File: config.mk
export PLATFORM = sky130hd
export DESIGN_NAME = ssd_view_scheduler
export DESIGN_NICKNAME = d
export VERILOG_FILES = /design/src/rtl/ssd_view_scheduler.sv
export SDC_FILE = /design/constraint.sdc
export NUM_CORES = 1
export LEC_CHECK = 0
export CORE_UTILIZATION = 60
export DETAILED_ROUTE_END_ITERATION = 10
export GPL_TIMING_DRIVEN = 0
export PLACE_DENSITY = 0.88
export SETUP_SLACK_MARGIN = 0.02
export SLEW_MARGIN = 20
export SYNTH_ARGS = -nofsm -noshare
export SYNTH_HDL_FRONTEND = slang
export SYNTH_SLANG_ARGS = --single-unit
File: constraint.sdc
create_clock -name clk -period 7 [get_ports clk]
set_input_delay 1.4 -clock clk [delete_from_list [all_inputs] [get_ports clk]]
set_output_delay 1.4 -clock clk [all_outputs]
set_load 0.005 [all_outputs]
File: src/rtl/ssd_view_scheduler.sv
`default_nettype none
// ============================================================================
// Module   : ssd_view_scheduler
// Purpose  : Steps the processor's debug-view select through a user-enabled
//            set of seven-segment views. Views advance on a dwell timer (auto
//            mode) or on a debounced push-button. The returned 13-bit value
//            is registered and frozen for a settle window after every view
//            change, so the display driver never shows a stale value.
// Ports    : clk        - system clock, rising edge
//            reset      - asynchronous active-low reset
//            auto_en    - 1 = timer-driven rotation, 0 = manual only
//            btn_next   - raw push-button (async, active-high)
//            view_mask  - bit i enables ssd_sel value i in the rotation
//            ssd_in     - processor value for the current ssd_sel
//            ssd_sel    - view select to the processor
//            led_sel    - LED bank select to the processor
//            ssd_out    - value to the seven-segment driver
//            view_valid - ssd_out reflects the current ssd_sel
// Options  : SSD_SEQ_LED_LINK_EN - when defined, led_sel steps modulo 4 on
//            every wrap of the view rotation; otherwise led_sel is 2'b00.
// Revision : 1.0 - initial release
// ============================================================================
module ssd_view_scheduler #(
  parameter int DWELL_CYCLES    = 50_000_000,
  parameter int DEBOUNCE_CYCLES = 1_000_000,
  parameter int SETTLE_CYCLES   = 2
) (
  input  logic        clk,
  input  logic        reset,
  input  logic        auto_en,
  input  logic        btn_next,
  input  logic [15:0] view_mask,
  input  logic [12:0] ssd_in,
  output logic [3:0]  ssd_sel,
  output logic [1:0]  led_sel,
  output logic [12:0] ssd_out,
  output logic        view_valid
);

  localparam int DW_W = $clog2(DWELL_CYCLES + 1);
  localparam int DB_W = $clog2(DEBOUNCE_CYCLES + 1);
  localparam int ST_W = $clog2(SETTLE_CYCLES + 1);

  localparam logic [DW_W-1:0] DWELL_LAST    = DW_W'(DWELL_CYCLES - 1);
  localparam logic [DB_W-1:0] DEBOUNCE_LAST = DB_W'(DEBOUNCE_CYCLES - 1);
  localparam logic [ST_W-1:0] SETTLE_LAST   = ST_W'(SETTLE_CYCLES - 1);

  localparam logic [0:0] ST_SETTLE = 1'b0;
  localparam logic [0:0] ST_SHOW   = 1'b1;

  // Button path
  logic            sync1_q, sync1_d;
  logic            sync2_q, sync2_d;
  logic            btn_level_q, btn_level_d;
  logic            btn_level_prev_q, btn_level_prev_d;
  logic            adv_man_q, adv_man_d;
  logic [DB_W-1:0] db_cnt_q, db_cnt_d;

  // Dwell timer and advance
  logic [DW_W-1:0] dwell_q, dwell_d;
  logic            adv_auto;
  logic            advance;

  // View selection
  logic [15:0]     eff_mask;
  logic [3:0]      next_sel;
  logic [3:0]      cand;
  logic            found;
  logic [3:0]      ssd_sel_q, ssd_sel_d;

  // Settle FSM and output register
  logic [0:0]      state_q, state_d;
  logic [ST_W-1:0] settle_cnt_q, settle_cnt_d;
  logic            settle_done;
  logic [12:0]     ssd_out_q, ssd_out_d;

  // --------------------------------------------------------------------------
  // State register
  // --------------------------------------------------------------------------
  always_ff @(posedge clk or negedge reset) begin
    if (!reset) begin
      sync1_q          <= 1'b0;
      sync2_q          <= 1'b0;
      btn_level_q      <= 1'b0;
      btn_level_prev_q <= 1'b0;
      adv_man_q        <= 1'b0;
      db_cnt_q         <= '0;
      dwell_q          <= '0;
      ssd_sel_q        <= 4'd0;
      state_q          <= ST_SETTLE;
      settle_cnt_q     <= '0;
      ssd_out_q        <= 13'd0;
    end else begin
      sync1_q          <= sync1_d;
      sync2_q          <= sync2_d;
      btn_level_q      <= btn_level_d;
      btn_level_prev_q <= btn_level_prev_d;
      adv_man_q        <= adv_man_d;
      db_cnt_q         <= db_cnt_d;
      dwell_q          <= dwell_d;
      ssd_sel_q        <= ssd_sel_d;
      state_q          <= state_d;
      settle_cnt_q     <= settle_cnt_d;
      ssd_out_q        <= ssd_out_d;
    end
  end

  // --------------------------------------------------------------------------
  // Button synchronizer and debounce. The counter only runs while the synced
  // sample disagrees with the accepted level; DEBOUNCE_CYCLES consecutive
  // disagreeing samples flip the level. The press pulse is registered once
  // more so it lines up one cycle after the level change.
  // --------------------------------------------------------------------------
  always_comb begin
    sync1_d          = btn_next;
    sync2_d          = sync1_q;
    btn_level_d      = btn_level_q;
    db_cnt_d         = '0;
    if (sync2_q != btn_level_q) begin
      if (db_cnt_q == DEBOUNCE_LAST) begin
        btn_level_d = sync2_q;
      end else begin
        db_cnt_d = db_cnt_q + DB_W'(1);
      end
    end
    btn_level_prev_d = btn_level_q;
    adv_man_d        = btn_level_q & ~btn_level_prev_q;
  end

  // --------------------------------------------------------------------------
  // Dwell timer. Any advance (manual or auto) restarts the full dwell.
  // --------------------------------------------------------------------------
  assign adv_auto = auto_en && (dwell_q == DWELL_LAST);
  assign advance  = adv_man_q | adv_auto;

  always_comb begin
    dwell_d = dwell_q + DW_W'(1);
    if (!auto_en || advance) begin
      dwell_d = '0;
    end
  end

  // --------------------------------------------------------------------------
  // Next-view search: circular scan starting one past the current view. The
  // 16th candidate is the current view itself, so a single-bit mask yields
  // an unchanged select. An empty mask behaves as view 0 only.
  // --------------------------------------------------------------------------
  always_comb begin
    eff_mask = (view_mask == 16'h0000) ? 16'h0001 : view_mask;
    next_sel = ssd_sel_q;
    found    = 1'b0;
    cand     = 4'd0;
    for (int k = 1; k <= 16; k++) begin
      cand = ssd_sel_q + 4'(k);
      if (!found && eff_mask[cand]) begin
        next_sel = cand;
        found    = 1'b1;
      end
    end
    ssd_sel_d = advance ? next_sel : ssd_sel_q;
  end

  // --------------------------------------------------------------------------
  // Settle FSM: next-state logic
  // --------------------------------------------------------------------------
  assign settle_done = (state_q == ST_SETTLE) && (settle_cnt_q == SETTLE_LAST);

  always_comb begin
    state_d      = state_q;
    settle_cnt_d = settle_cnt_q;
    if (advance) begin
      state_d      = ST_SETTLE;
      settle_cnt_d = '0;
    end else begin
      case (state_q)
        ST_SETTLE: begin
          if (settle_done) begin
            state_d      = ST_SHOW;
            settle_cnt_d = '0;
          end else begin
            settle_cnt_d = settle_cnt_q + ST_W'(1);
          end
        end
        ST_SHOW: begin
          state_d = ST_SHOW;
        end
        default: begin
          state_d      = ST_SETTLE;
          settle_cnt_d = '0;
        end
      endcase
    end
  end

  // --------------------------------------------------------------------------
  // Settle FSM: outputs. The capture on the final settle edge is the first
  // sample of the new view, coinciding with view_valid rising.
  // --------------------------------------------------------------------------
  always_comb begin
    ssd_out_d = ssd_out_q;
    if ((state_q == ST_SHOW) || (settle_done && !advance)) begin
      ssd_out_d = ssd_in;
    end
  end

  assign view_valid = (state_q == ST_SHOW);
  assign ssd_sel    = ssd_sel_q;
  assign ssd_out    = ssd_out_q;

  // --------------------------------------------------------------------------
  // LED bank link: a wrap is any advance whose target is not above the
  // current view, including the single-view case.
  // --------------------------------------------------------------------------
`ifdef SSD_SEQ_LED_LINK_EN
  logic       wrap;
  logic [1:0] led_sel_q, led_sel_d;

  assign wrap = advance && (next_sel <= ssd_sel_q);

  always_comb begin
    led_sel_d = wrap ? (led_sel_q + 2'd1) : led_sel_q;
  end

  always_ff @(posedge clk or negedge reset) begin
    if (!reset) begin
      led_sel_q <= 2'd0;
    end else begin
      led_sel_q <= led_sel_d;
    end
  end

  assign led_sel = led_sel_q;
`else
  assign led_sel = 2'b00;
`endif

endmodule
`default_nettype wire

==> results.toml, run 1 <==
[setup_path]
critPathKind = "input port to flop"
start_kind = "input port"
path_max_fanout = 9
worstPathCellList = "clkdlybuf4s50_1, nor4_1, a41oi_2, a211o_1, a31oi_1, or3_1, or4_4, o31ai_4, a221oi_2, o211ai_2, xnor2_1"
endpoint_kind = "flop"
crit_arrival_ns = 5.18
slowest_delay_ns = 0.62
crit_required_ns = 7.22
path_delay_family = "compound AO/OA/AOI/OAI gates"
path_buf_inv = 1
slowest_stage = "a31oi_1"

[placed_design]
dpl.hpwl_mm = 10.09
routabilityCongestion = 0.9895
dp_cells = 716
io_buffers = 50

[cells_and_area]
fillers = 599
syn2layout_area_growth_pct = 15.87
num_antenna_cells = 0
fin_nets = 664
multiInputGateArea_um2 = 3292
regArea_um2 = 1777
stdcell_count = 731
layout-drive-gt1-share_pct = 12.46

[logic_synthesis]
synth_top_area_share_pct = 33.89
synth-main-ff-cell = "dfrtp_1"
synth_top_area_cell = "dfrtp_1"
synth_common_cells = "nor2_1, dfrtp_1, nand2_1"
synth_edf_count = 0
yosys_warnings = 0
synth.area.top_cells = "dfrtp_1, mux4_2, nor2_1"
synth-seq-cells = 71
seq_area_frac_synth_pct = 33.89
avgSynthCellArea_um2 = 9.378
syn_inst = 559
synth_most_common_cell = "nor2_1"
syn-cell-area_um2 = 5243
yosysUniqueCellTypes = 80
async_reset_ff_share_pct = 100.0

[drt]
routed_wirelength_mm = 13.35
first_pass_iters = 5
drt_iter0_markers = 372
vias = 4750
post_drt_wl_per_cell_um = 18.26
drtAntennaViolNets = 0
drc = 0
via_per_inst = 6.498

[sta]
rsz0062_at_grt = "no"
maxSlewHeadroom_pct = 44.00
timing.setup.tns_ns = 0
drv_slew = 0
min_period_over_period_pct = 70.86
worst_pin_slew_ns = 0.8361
finalHoldViolCount = 0
setup_viol = 0
fmax_ghz = 0.2016
clock_skew_ns = 0.01002
fin_crit_ns = 4.960

[run]
maxCapViolations = 0

[clock_network]
clock_sinks = 71
numCtsBuffers = 9
cts.htree.levels = 3
clockBufferDepth = 2
cts_tree = "done"
postCtsHoldBufs = 0
clk_pin_slew_ns = 0.07
post_cts_buffers = 0
root_buffer = "clkbuf_8"
clock_latency_ns = 0.34
cts_resized = 0

[worst_hold_path]
hold_class = "flop to flop"

[global_route]
grt_usage_pct = 30.99
grt_pass1_wl_mm = 21.82
first_global_vias = 4684
antenna_found_initial = 0
overflow = 0
grt_max_degree = 57

[floorplan]
start_util_pct = 62.86
ios = 53
core-area_um2 = 8341
die-width_um = 95.48
chipHeight_um = 95.48
fp.dieArea_um2 = 9115
row_count = 33

[pwr]
p_leak_nw = 2.401
peakVddDrop_v = 0.00007545
power_density_nw_per_um2 = 136.5

[status]
status = "finished clean"
==> per-layer routing <==
metal	vias up	GRT usage [%]	share of wire (%)
li1	2187	-	-
met1	2269	38.14	41
met2	238	51.67	48
met3	56	5.423	6.6
met4	0	16.54	4.0
met5	-	0	0
==> flip-flops by register name, summed over array words and instances (netlist names) <==
| register | count |
|---|---|
| btn_level_prev_q | 1 |
| sync1_q | 1 |
| ssd_sel | 4 |
| view_valid | 1 |
| btn_level_prev_d | 1 |
| settle_cnt_q | 2 |
| db_cnt_q | 20 |
| sync2_q | 1 |
| adv_man_q | 1 |
| dwell_q | 26 |
| ssd_out | 13 |
==> stage by stage <==
step	cell area, µm²	hold WS, ns	power (mW)	utilization [%]	setup slack, ns
global placement	5878	0.3691	0.5388	70.48	1.873
floorplan	5246	0.3312	0.4873	-	2.967
global route	6075	0.3910	0.8631	72.83	1.898
detailed placement	5903	0.3707	0.5440	70.78	1.792
finish	6075	0.4021	0.8294	72.83	2.040
CTS	6075	0.3898	0.8349	72.83	2.154
==> area by class of cell <==
cell class / count / share of cell area [%]
multi-input cells: 456 / 54.19
flip-flops and latches: 71 / 29.25
repair buffers: 51 / 8.651
clock buffers: 10 / 2.266
plain buffers: 21 / 2.183
well taps: 105 / 2.163
inverters: 12 / 0.7415
clock inverters: 5 / 0.5561
==> logic make-up (layout without fill, tap and decap cells) <==
logic type	after synthesis	after routing	synth area share [%]
simple gates	227	227	21.53
compound gates	115	115	16.49
flops	71	71	33.89
xor+xnor	55	55	9.332
mux	48	48	13.15
buf+inv	33	99	3.389
fa+ha+maj	9	9	2.148
other cells	1	2	0.07153
==> path summary, 6_finish.rpt <==
path	slack [ns]	to	from	depth (start not counted)
max reg2reg	2.12	ssd_sel[0]	ssd_sel[1]	15
min in group asynchronous	0.91	dwell_q[14]	reset	1
max	2.04	ssd_sel[0]	view_mask[8]	11
min	0.40	adv_man_q	btn_level_prev_q	1
max in group asynchronous	5.55	ssd_out[9]	reset	2
min reg2reg	0.40	adv_man_q	btn_level_prev_q	1
==> layout by cell type (no fill, tap or decap), drive strengths merged, types with 11 or more instances in the layout <==
cell type and count:
nor2 78, dfrtp 71, clkdlybuf4s50 49, nand2 43, xor2 31, nand3 29
xnor2 24, a21oi 22, mux2 21, clkbuf 19, mux4 14, o21ai 14
buf 14, mux2i 13, inv 13, and3 12, nor3 12, nor4 11
==> where the power goes <==
group | total [mW] | switching, mW | leakage, nW | internal [mW]
clock | 0.291 | 0.155 | 0.0845 | 0.136
sequential | 0.422 | 0.00490 | 0.947 | 0.417
combinational | 0.116 | 0.0621 | 1.37 | 0.0544
total | 0.829 | 0.222 | 2.40 | 0.608
==> worst register-to-register path: stages (launching register included) <==
cell and delay, ns:
dfrtp_1 0.57, buf_4 0.29, buf_4 0.22, inv_1 0.14, ha_1 0.41, buf_6 0.18
mux2_1 0.35, o22ai_1 0.26, a21oi_1 0.19, a311oi_1 0.60, nand3_2 0.24, or4_4 0.62
o31ai_4 0.33, a221oi_2 0.10, o211ai_2 0.16, xnor2_1 0.15
Note: power is estimated with default switching activity, not from simulation.
==> run 2, diff against run 1 <==
CORE_UTILIZATION = 58   (was 60)
PLACE_DENSITY = 0.86   (was 0.88)
clock period = 4.8 ns   (was 7 ns; I/O delays follow)
==> results.toml, run 2 (synthesis results as in run 1) <==
[status]
status = "finished clean"

[setup_path]
start_kind = "flop"
endpoint_kind = "flop"
worst_r2r_endpoint = "ssd_sel[0]"
crit_required_ns = 5.07
startpoint = "ssd_sel[1]"
path_max_fanout = 10
reg2regPathDepth = 15
crit_arrival_ns = 4.89
critPathKind = "flop to flop"
worstReg2RegStart = "ssd_sel[1]"
r2r_setup_slack_ns = 0.18

[global_route]
grt_max_degree = 52
grt_pass1_wl_mm = 21.98
grt_usage_pct = 29.07
first_global_vias = 4568
antenna_found_initial = 0
overflow = 0

[sta]
clock_skew_ns = 0.01146
worst_pin_slew_ns = 0.8796
min_period_over_period_pct = 96.29
rsz0062_at_grt = "no"
setup_viol = 0
fin_crit_ns = 4.622
fmax_ghz = 0.2164
timing.setup.tns_ns = 0
fin_hold_ws_ns = 0.3630
finalHoldViolCount = 0
fin_ws_ns = 0.1780
drv_slew = 0
maxSlewHeadroom_pct = 40.94

[worst_hold_path]
hp-start = "sync1_q"
hold_class = "flop to flop"
whs_endpoint = "sync2_q"
holdPathStages = 0

[clock_network]
clk_pin_slew_ns = 0.08
root_buffer = "clkbuf_8"
post_cts_buffers = 0
clockBufferDepth = 2
cts.htree.levels = 3
cts_tree = "done"
clock_latency_ns = 0.35
cts_resized = 0
clock_sinks = 71
numCtsBuffers = 9
postCtsHoldBufs = 0

[cells_and_area]
syn2layout_area_growth_pct = 17.59
fin_nets = 664
final_cell_mix = "nor2_1, dfrtp_1, clkdlybuf4s50_1"
final_common_cell = "nor2_1"
num_antenna_cells = 0
layout-drive-gt1-share_pct = 13.56
post-route-cell-area_um2 = 6165
largest_reg_flops = 26
stdcell_count = 735
top_register = "dwell_q"
post-route-util_pct = 70.69
fillers = 647

[floorplan]
start_util_pct = 60.11
ios = 53
die-width_um = 97.07
row_count = 34
fp.dieArea_um2 = 9423
chipHeight_um = 97.07
core-area_um2 = 8721

[pwr]
power_density_nw_per_um2 = 215.6
p_leak_nw = 2.429
peakVddDrop_v = 0.0001081
finalPower_mw = 1.329

[run]
maxCapViolations = 0

[drt]
routed_wirelength_mm = 13.36
via_per_inst = 6.484
drc = 0
drtAntennaViolNets = 0
vias = 4766
post_drt_wl_per_cell_um = 18.17
drt_iter0_markers = 428
first_pass_iters = 5

[placed_design]
placed_area_um2 = 5907
routabilityCongestion = 0.9842
io_buffers = 50
dpl.hpwl_mm = 9.828
post-place-ws_ns = 0.1144
dp_cells = 719
-- run 2: worst max-delay path by stage --
stage | to | slack [ns]
CTS | ssd_sel[0] | 0.06
detailed placement | ssd_sel[0] | 0.11
floorplan | ssd_sel[2] | 0.81
finish | ssd_sel[0] | 0.18
global placement | ssd_sel[3] | 0.13
global route | ssd_sel[1] | 0.07
-- run 2: area by class of cell --
| class | instances | area [µm²] | share of cell area [%] |
|---|---|---|---|
| Sequential cell | 71 | 1778 | 28.84 |
| Tap cell | 108 | 135.1 | 2.192 |
| Buffer | 21 | 132.6 | 2.151 |
| Timing Repair Buffer | 51 | 525.5 | 8.524 |
| Multi-Input combinational cell | 456 | 3321 | 53.87 |
| Inverter | 12 | 45.04 | 0.7307 |
| Clock buffer | 9 | 123.9 | 2.009 |
| Clock inverter | 7 | 103.9 | 1.685 |
-- run 2: worst max-delay path: stages (launching register included) --
cell      delay [ns]
dfrtp_2         0.48
buf_4           0.25
buf_4           0.21
inv_1           0.13
ha_1            0.40
buf_6           0.18
mux2_4          0.31
a22o_1          0.25
a211oi_1        0.23
o22ai_1         0.27
or3b_1          0.54
or4_4           0.51
o31ai_4         0.35
a221oi_2        0.10
o211ai_2        0.15
xnor2_1         0.16
-- run 2: per-layer routing --
layer	share of wire (%)	routed length [µm]	vias up	global-route usage, %
met5	0	0	-	0
met4	3.7	497	0	15.15
met3	6.9	921	45	6.187
met2	48	6357	260	47.72
met1	42	5578	2275	36.04
li1	-	-	2186	-
-- run 2: power by group --
group          switching (mW)  internal, mW  leakage (nW)  total (mW)
Clock                   0.242         0.299         0.108       0.542
Combinational          0.0917        0.0802          1.37       0.172
Sequential            0.00748         0.608         0.945       0.616
Total                   0.341         0.988          2.43        1.33
==> variant 1: new RTL, config.mk and constraints of run 1 <==
Set the parameter `SETTLE_CYCLES` to 4 (it was 2).
--- a/src/rtl/ssd_view_scheduler.sv
+++ b/src/rtl/ssd_view_scheduler.sv
@@ -23,7 +23,7 @@
 module ssd_view_scheduler #(
   parameter int DWELL_CYCLES    = 50_000_000,
   parameter int DEBOUNCE_CYCLES = 1_000_000,
-  parameter int SETTLE_CYCLES   = 2
+  parameter int SETTLE_CYCLES   = 4
 ) (
   input  logic        clk,
   input  logic        reset,
Behaviour: not the same (Yosys sat finds a counterexample within 4 cycles, from zero or initial values and one cycle with reset low).
==> variant 1 against run 1 <==
- via count is 6.1% higher
- count of clock-buffer cells in the layout is 1 lower
- wire length is 8.9% higher
- area after synthesis is 6.6% higher
- final area is 6.5% higher
- hold slack worse by 0.034 ns
- clock skew is 0.0048 ns higher
- worst setup slack better by 0.22 ns
- global-route usage is 0.77 points higher
- sequential cell count is 1 higher
- total power is 12% higher
- critical path depth stayed put
- critical endpoint is now ssd_sel[3]
- largest power group unchanged
==> variant 1: results (changes against run 1) <==
worst_hold_path:
  hold_end: "sync2_q"
  whs_path_depth: 0  # -1
  min_from: "sync1_q"
placed_design:
  placedCellCount: 756  # +5.6%
  hpwl_um: 10700  # +5.9%
  place_ws_ns: 2.11  # +0.315 ns
power:
  cellLeakagePower_nw: 2.66  # +11%
  vdd_drop_max_mv: 0.141  # +86%
global_route:
  grt_util_met3_pct: 6.45  # +1.0 points
  grt_use_met1_pct: 42.0  # +3.8 points
synthesis:
  synth_mux_area_share_pct: 12.5  # -0.64 points
  synthAdderAreaFrac_pct: 2.24  # +0.090 points
  synth_area_per_cell_sq_um: 9.38  # about the same
  synth_compound_area_share_pct: 15.9  # -0.60 points
  synth_area_leaders: "dfrtp_1 (32%), nor2_1 (5.8%), mux2_2 (4.2%)"
  synth_seq_area_share_pct: 32.2  # -1.7 points
  synth-xor-area-share_pct: 8.28  # -1.1 points
layout:
  final_cells: 772  # +5.6%
  num-nets-final: 702  # +5.7%
  fill_cells: 625  # +4.3%
critical_path:
  endpoint: "ssd_sel[3]"
  worst_ep_arrival_time_ns: 5.00  # -0.18 ns
  slowest_delay_ns: 0.81  # +0.19 ns
clock_tree:
  clk_pin_slew_ns: 0.09  # +0.02 ns
  clkLatencyLatePin_ns: 0.36  # +0.02 ns
drt:
  num_vias: 5039  # +6.1%
  dr.pass1.iters: 7  # +2
timing:
  skew_ns: 0.0148  # +0.00481 ns
outcome:
  outcome: "completed"
## variant 1: power breakdown
| part | internal, mW | leakage, nW | switching, mW | total [mW] |
|---|---|---|---|---|
| Sequential | 0.423 | 0.930 | 0.00536 | 0.428 |
| Clock | 0.204 | 0.115 | 0.173 | 0.378 |
| Combinational | 0.0567 | 1.62 | 0.0628 | 0.120 |
## variant 1: cell type report
type | instances | area (sq um) | share of cell area [%]
Clock buffer | 9 | 124 | 1.91
Inverter | 17 | 63.8 | 0.986
Multi-Input combinational cell | 480 | 3540 | 54.7
Timing Repair Buffer | 51 | 518 | 8.00
Buffer | 28 | 190 | 2.94
Sequential cell | 72 | 1800 | 27.8
Tap cell | 108 | 135 | 2.09
Clock inverter | 7 | 100 | 1.55
## variant 1: per-layer routing
layer / wire, um / vias up
met1: 6170 / 2454
met4: 340 / 0
met3: 1170 / 35
met5: 0 / -
met2: 6850 / 256
li1: - / 2294
==> variant 2: new RTL, flow settings as in run 1 <==
Made on the original files. Add an input register stage for `view_mask`; this delays it by one clock. The other inputs are not delayed to match.
--- a/src/rtl/ssd_view_scheduler.sv
+++ b/src/rtl/ssd_view_scheduler.sv
@@ -48,6 +48,12 @@
   localparam logic [0:0] ST_SETTLE = 1'b0;
   localparam logic [0:0] ST_SHOW   = 1'b1;
 
+  logic [15:0] view_mask_q;
+
+  always_ff @(posedge clk) begin
+    view_mask_q <= view_mask;
+  end
+
   // Button path
   logic            sync1_q, sync1_d;
   logic            sync2_q, sync2_d;
@@ -146,7 +152,7 @@
   // an unchanged select. An empty mask behaves as view 0 only.
   // --------------------------------------------------------------------------
   always_comb begin
-    eff_mask = (view_mask == 16'h0000) ? 16'h0001 : view_mask;
+    eff_mask = (view_mask_q == 16'h0000) ? 16'h0001 : view_mask_q;
     next_sel = ssd_sel_q;
     found    = 1'b0;
     cand     = 4'd0;
Behaviour: same outputs for any inputs over 10 cycles, from zero or initial values and one cycle with reset low; that may be too few to reach the edited logic, so the function may still have changed.
==> variant 2 against run 1 <==
- first-iteration DRC count up 3.0%
- worst setup slack improved by 0.45 ns
- sequential cell count grew 16
- area after synthesis increased by 8.7%
- critical path depth is 4 higher
- final area grew 8.3%
- total power grew 18%
- wire length up 16%
- die area up 8.5%
- critical path type is now reg2reg
- largest power group unchanged
==> variant 2: results (changes against run 1) <==
drt:
  wl_um: 15500  # +16%
  wl_met2_um: 7760  # +21%
  wl_met1_um: 6090  # +11%
  dr.pass1.iters: 4  # -1
  dr.first_iter.drc_count: 383  # +3.0%
  avgViaCountPerCell: 6.48  # -0.34%
critical_path:
  slowest_stage: "dfrtp_1"
  r2r_setup_slack_ns: 2.49  # +0.37 ns
  worst_ep_arrival_time_ns: 4.73  # -0.45 ns
  crit_fanout: 10  # +1
  crit-reg2reg-capture: "ssd_sel[2]"
  crit_family: "simple AND/OR/NAND/NOR gates"
  slowest_delay_ns: 0.54  # -0.08 ns
worst_hold_path:
  hold_end: "sync2_q"
  whs_path_depth: 0  # -1
  min_from: "sync1_q"
placed_design:
  hpwl_um: 11700  # +16%
  gp_congestion: 0.965  # -2.5%
  place_ws_ns: 2.63  # +0.841 ns
layout:
  num-nets-final: 686  # +3.3%
  final_cells: 778  # +6.4%
  drive_above_1_share_pct: 14.9  # +2.5 points
  fill_cells: 703  # +17%
  syn_to_final_growth_pct: 15.5
timing:
  tightest_slew_ns: 1.02  # +0.180 ns
  skew_ns: 0.00894  # -0.00108 ns
  hold_slack_ns: 0.358  # -0.0444 ns
power:
  switching_share_pct: 25.2  # -1.6 points
  vdd_drop_max_mv: 0.162  # +120%
  power_uw: 982  # +18%
  cellLeakagePower_nw: 2.63  # +9.7%
  combPwrFrac_pct: 12.3  # -1.7 points
global_route:
  grt_util_met3_pct: 6.04  # +0.62 points
  grt_start_max_net_pins: 49  # -14%
  grt_pass1_vias: 5085  # +8.6%
  grt_pass1_wl_um: 25100  # +15%
  grt_use_met2_pct: 57.8  # +6.1 points
  grt.total_usage_pct: 33.1  # +2.2 points
synthesis:
  synth_area_leaders: "dfrtp_1 (31%), dfxtp_1 (5.6%), mux4_2 (5.1%)"
  synth_common_cells: "dfrtp_1 (71), nor2_1 (69), nand2_1 (50), xor2_1 (32), nand3_1 (26)"
  synth.distinct_cells: 85  # +6.3%
  synth_seq_area_share_pct: 36.8  # +2.9 points
outcome:
  outcome: "completed"
## variant 2: cells by family after synthesis
group           synth area share (%)
other cells                   0.0658
buf+inv                         3.21
compound gates                  17.2
fa+ha+maj                       1.98
mux                             12.2
xor+xnor                        8.61
flops                           36.8
simple gates                    20.0
## variant 2: worst max path at each step
stage / start / depth (start not counted) / end / slack [ns]
floorplan: ssd_sel[2] / 14 / ssd_sel[2] / 3.47
global placement: reset / 1 / db_cnt_q[16] / 2.29
detailed placement: ssd_sel[2] / 14 / ssd_sel[0] / 2.63
CTS: ssd_sel[2] / 14 / ssd_sel[0] / 2.62
global route: ssd_sel[1] / 15 / ssd_sel[2] / 2.33
finish: ssd_sel[1] / 15 / ssd_sel[2] / 2.49
## variant 2: area by class of cell
type	instances	share of cell area [%]
Sequential cell	87	31.9
Timing Repair Buffer	51	7.99
Clock buffer	11	2.00
Clock inverter	5	0.894
Tap cell	129	2.45
Multi-Input combinational cell	463	52.0
Inverter	9	0.513
Buffer	23	2.26
